File: src/rtl/fetch_unit.sv
// Instruction-fetch stage feeding the 16-bit instruction register over a valid/ready memory port.
// Define FETCH_COUNT_EN to add a saturating fetch_count output that counts committed writes.
module fetch_unit #(
   parameter int unsigned DATA_WIDTH = 16,
   parameter int unsigned ADDR_WIDTH = 16,
   parameter int unsigned RESET_PC   = 0,
   parameter int unsigned PC_STEP    = 2
) (
   input  logic                  CLK,
   input  logic                  reset,
   input  logic                  run,
   input  logic                  stall,
   input  logic                  branch_taken,
   input  logic [ADDR_WIDTH-1:0] branch_target,
   output logic                  mem_req_valid,
   input  logic                  mem_req_ready,
   output logic [ADDR_WIDTH-1:0] mem_addr,
   input  logic                  mem_rsp_valid,
   input  logic [DATA_WIDTH-1:0] mem_rsp_data,
   output logic [DATA_WIDTH-1:0] ir_data,
   output logic                  ir_write,
   output logic [ADDR_WIDTH-1:0] pc_out,
   output logic                  busy
`ifdef FETCH_COUNT_EN
   ,output logic [15:0]          fetch_count
`endif
);

   typedef enum logic [1:0] {IDLE, REQ, WAIT, WRITE} state_t;

   state_t                  state;
   state_t                  next_state;
   logic [ADDR_WIDTH-1:0]   pc;
   logic [ADDR_WIDTH-1:0]   pend_target;
   logic                    drop;

   always_ff @(posedge CLK or negedge reset) begin
      if (!reset) begin
         state <= IDLE;
      end else begin
         state <= next_state;
      end
   end

   // A redirect arriving together with the response discards that response as well.
   always_comb begin
      next_state = state;
      case (state)
         IDLE:    if (run) next_state = REQ;
         REQ:     if (mem_req_ready) next_state = WAIT;
         WAIT:    if (mem_rsp_valid) next_state = (drop || branch_taken) ? REQ : WRITE;
         WRITE:   if (branch_taken || !stall) next_state = run ? REQ : IDLE;
         default: next_state = IDLE;
      endcase
   end

   always_comb begin
      mem_req_valid = (state == REQ);
      mem_addr      = pc;
      ir_write      = (state == WRITE) && !stall && !branch_taken;
      busy          = (state != IDLE);
   end

   always_ff @(posedge CLK or negedge reset) begin
      if (!reset) begin
         pc          <= ADDR_WIDTH'(RESET_PC);
         pc_out      <= ADDR_WIDTH'(RESET_PC);
         ir_data     <= '0;
         drop        <= 1'b0;
         pend_target <= '0;
      end else begin
         case (state)
            IDLE: begin
               if (branch_taken) pc <= branch_target;
            end
            REQ: begin
               if (branch_taken) begin
                  pc <= branch_target;
                  if (mem_req_ready) begin
                     drop        <= 1'b1;
                     pend_target <= branch_target;
                  end
               end
            end
            WAIT: begin
               if (mem_rsp_valid) begin
                  if (branch_taken) begin
                     pc   <= branch_target;
                     drop <= 1'b0;
                  end else if (drop) begin
                     pc   <= pend_target;
                     drop <= 1'b0;
                  end else begin
                     ir_data <= mem_rsp_data;
                     pc_out  <= pc;
                  end
               end else if (branch_taken) begin
                  drop        <= 1'b1;
                  pend_target <= branch_target;
               end
            end
            WRITE: begin
               if (branch_taken) pc <= branch_target;
               else if (!stall)  pc <= pc + ADDR_WIDTH'(PC_STEP);
            end
            default: ;
         endcase
      end
   end

`ifdef FETCH_COUNT_EN
   always_ff @(posedge CLK or negedge reset) begin
      if (!reset) begin
         fetch_count <= '0;
      end else if (ir_write && (fetch_count != 16'hFFFF)) begin
         fetch_count <= fetch_count + 16'd1;
      end
   end
`endif

endmodule

File: config.mk
export PLATFORM = sky130hd
export DESIGN_NAME = fetch_unit
export DESIGN_NICKNAME = d
export VERILOG_FILES = /design/src/rtl/fetch_unit.sv
export SDC_FILE = /design/constraint.sdc
export NUM_CORES = 1
export LEC_CHECK = 0
export ABC_AREA = 1
export BUFFER_PORTS_ARGS = -buffer_cell sky130_fd_sc_hd__buf_2
export CORE_MARGIN = 2
export CORE_UTILIZATION = 57
export CTS_CLUSTER_SIZE = 8
export DETAILED_ROUTE_END_ITERATION = 10
export PLACE_DENSITY = 0.94
export SLEW_MARGIN = 10
export SYNTH_ARGS = -nofsm -noshare
export SYNTH_HDL_FRONTEND = slang
export SYNTH_SLANG_ARGS = --single-unit
export TNS_END_PERCENT = 30
File: constraint.sdc
create_clock -name CLK -period 2.5 [get_ports CLK]
set_input_delay 0.375 -clock CLK [delete_from_list [all_inputs] [get_ports CLK]]
set_output_delay 0.375 -clock CLK [all_outputs]
set_load 0.01 [all_outputs]
# Yosys cells after proc, flatten, opt, wreduce, memory -nomap -nowiden
# Cells that the tools add are included.
# totals
word_cells	61
out_inout_bits	51
reg_bits	67
# op_classes
muxes	23
bitwise	2
n_reduce_logical	15
eq_ne	14
n_addsub	1
# ops
op	count
$mux W16	9
$pmux W16 S3	1
$pmux W16 S2	1
$add A16 B2 Y16 const B	1
$reduce_and A4 Y1	4
$ne A2 B2 Y1 const B	6
$mux W2	5
$ne A3 B3 Y1 const B	3
$pmux W2 S4	1
$mux W1	5
$reduce_and A5 Y1	1
$eq A2 B2 Y1 const B	2
$ne A2 B1 Y1 const B	2
$reduce_bool A2 Y1	2
$eq A2 B1 Y1 const B	1
$logic_and A1 B1 Y1	2
$logic_not A1 Y1	2
$logic_not A2 Y1	1
$logic_or A1 B1 Y1	2
$not A1 Y1	2
$pmux W1 S2	1
$reduce_or A2 Y1	1

# Logic depth before layout (Yosys ltp)
# depth
depth_word	4
mapped_depth	11

# Least setup slack after synthesis
# OpenSTA, ideal clock, no wires.
# synth_timing
path_kind	register to register
startpoint	register pc[1], in the netlist mem_addr[1]
endpoint	register pc[13], in the netlist mem_addr[13]
arrival_ps	1371
stages_incl_launch_ff	10
n_path_buf	0
path_slack_ps	1056
synth_period_minus_slack_ps	1444
cell_sequence	dfrtp_1 ha_1 nand3_1 nor2_2 nand3_1 nand2_1 nand3_1 nand2_1 nand2_1 a21oi_2
# synth_between
elab_chain_cells	4
# synth_lines
item	line_no	text
start, declared	33	logic [ADDR_WIDTH-1:0] pc;
start signal, assigned	66	pc <= ADDR_WIDTH'(RESET_PC);
start signal, assigned	74	if (branch_taken) pc <= branch_target;
start signal, assigned	78	pc <= branch_target;
$add A16 B2 Y16	104	else if (!stall) pc <= pc + ADDR_WIDTH'(PC_STEP);
$mux W16	104	
$mux W16	103	if (branch_taken) pc <= branch_target;
$pmux W16 S3	72	case (state)
# Every way passes these cells. The select of a mux whose other input is x is not followed.
# A chain may end at the register's enable or synchronous reset.

# Worst setup path in the final report
# layout_timing
startpoint	register state[1]
endpoint	output ir_write
# layout_between
elab_chain_cells	3
# layout_lines
item	line_no	text
start, declared	31	state_t state;
start signal, assigned	41	state <= next_state;
$eq A2 B2 Y1	60	ir_write = (state == WRITE) && !stall && !branch_taken;
$logic_and A1 B1 Y1 (2 in series)	60	
end, declared	21	output logic ir_write,
# Every way passes these cells.

==> run summary <==
DRC violations left - 0
PwrDens - 1265 nW/um2
Antenna diode count - 0
Crit path required time - 2.12 ns
Initial Util - 58.42%
Final ANT Viol Nets - 0
Combinational power share - 44.1%
Worst-skew pair later-pin latency - 0.34 ns
Worst hold path type - primary input to asynchronous set/reset pin
Flop pwr share - 39.2%
Max Clock Freq - 0.4964 GHz
Relative slew margins - 54.72%
Num rows - 28
PortBufs - 89
Total power - 5.135 mW
Reg clk slew, reported paths - 0.07 ns
Drt initial violations - 247
Max clock buf depth - 2
Hold WS - 0.06559 ns
CP Launch Type - flip-flop
Power Internal - 2.961 mW
Vias in the first global route - 2798
Pleak - 2.142 nW
Flop-to-flop setup slack - 0.67 ns
Clk sinks - 67
Fin Setup TNS - 0 ns
Most frequent cells in the layout - nand2_1, buf_2, dfrtp_1, inv_1, nand3_1
Post-CTS Hold Buffers - 0
Area grow syn2layout - 18.05%
I/O Pins - 90
Drt first pass iters - 6
Die area - 6669 um2
Core area - 5886 um2
RR Startpoint - state[1]
Synth Warn # - 0
Final setup violation count - 0
Number of post-CTS setup repair buffers - 0
Clock group share of total power - 16.7%
DP HPWL - 5952 um
Outcome - finished clean
Category of the most critical setup path - flip-flop to output pin
Final Skew - 0.007599 ns
CP max FO - 10
Clock H-tree levels - 3
Root buf cell - clkbuf_8
Chip Width - 81.67 um
Gr usage total - 24.94%
Tightest Pin Transition - 0.6792 ns
Layout Cells excl Fill - 550
Vias - 2989
DR vias/cell - 5.435
Largest net degree at the start of global routing - 48
Drt total wl - 7949 um
Switching power - 2.174 mW
Final hold violation count - 0
RSZ-0062 raised after global routing - false
Die height - 81.67 um
Yosys reg bits - 67
Final #Nets - 510
Placer Congestion - 0.9224
Initial antenna violation count - 0
Fin crit share - 80.58%
Avg Cell Area, Syn - 9.001 um2
Critical path arrival - 1.64 ns
First-pass GRT wire length - 12650 um
Wire per inst - 14.45 um
Num CTS Buffers - 9
CTS tree - done
Final Max Tran Viols - 0
Synth unique cells - 34
Worst setup EP type - output pin
Max_cap viols - 0
Max rail drop VDD - 0.6236 mV
Synth Instances - 382
Tmin final - 2.015 ns
Dpl cells - 534
Register area share after synthesis - 48.76%
Syn_nets - 422
Grt ovf - 0
Mapped cell area - 3438 um2
Sw frac - 42.34%
CTS resizes - 0
Crit path launch - state[1]
Fraction of layout cells with a size suffix above 1 - 33.26%
[per-stage QoR]
step / setup slack [ns] / area (um2) / util, %
2_1_floorplan: 1.056 / 3438 / -
3_3_place_gp: 0.7763 / 3874 / 65.82
3_5_place_dp: 0.7063 / 3874 / 65.82
4_1_cts: 0.4911 / 4059 / 68.96
5_1_grt: 0.3983 / 4059 / 68.96
6_report: 0.4855 / 4059 / 68.96
[synth_stat cells, drive strengths merged]
cell,n,area (um2)
nand2,94,385.4
dfrtp,67,1677
o21ai,47,235.2
inv,45,173.9
nor2,28,165.2
nand3,26,130.1
mux2,17,191.4
buf,15,130.1
a21oi,12,75.07
a22oi,7,87.58
nor3,6,45.04
nand4,4,25.02
xor2,3,26.28
a21boi,2,15.01
a32oi,2,17.52
o221ai,2,17.52
a21o,1,7.510
clkbuf,1,3.750
clkinv,1,8.760
ha,1,12.51
xnor2,1,8.760
[flip-flops by register name, summed over array words and instances (netlist names)]
| signal | flops |
|---|---|
| ir_data | 16 |
| mem_addr | 16 |
| pc_out | 16 |
| pend_target | 16 |
| state | 2 |
| drop | 1 |
[critical path, stage by stage, from the launching register on]
cell,delay (ns)
dfrtp_1,0.63
nand2_4,0.13
nor2_8,0.19
inv_1,0.13
nor2_1,0.09
buf_2,0.13
[cell type report]
class                   instances  area [um2]
fillers                       464        1827
flip-flops and latches         67        1677
multi-input cells             253        1445
repair buffers                 93       475.5
inverters                      46       182.7
clock buffers                  11       131.4
well taps                      75       93.84
clock inverters                 5       53.80
[power groups by stage]
stage / sequential (mW) / clock, mW / combinational, mW
detailed placement: 2.02 / 0 / 2.26
finish: 2.01 / 0.856 / 2.27
global route: 2.07 / 0.911 / 2.54
global placement: 1.97 / 0 / 2.15
CTS: 2.00 / 0.869 / 2.28
floorplan: 2.11 / 0 / 1.45
[path summary, 6_finish.rpt]
path	to	cells past startpoint
max	ir_write	5
min	ir_data[13]	1
max reg2reg	ir_data[7]	5
min reg2reg	pc_out[11]	2
max in group asynchronous	pend_target[15]	2
min in group CLK	ir_data[4]	2
[metal layers]
metal,share of wire (%),up-vias,global-route usage (%)
li1,-,1432,-
met1,42,1396,31.17
met2,48,143,41.97
met3,8.2,18,7.473
met4,1.4,0,7.333
met5,0,-,0
[logic make-up after synthesis]
kind of cell / share of synthesized area (%)
AND/OR/NAND/NOR: 21.83
buffers and inverters: 9.206
XOR/XNOR: 1.019
multiplexers: 5.568
AO/OA/AOI/OAI: 13.25
flip-flops: 48.76
adder cells (fa/ha/maj): 0.3638
Note: power is estimated with default switching activity, not from simulation.
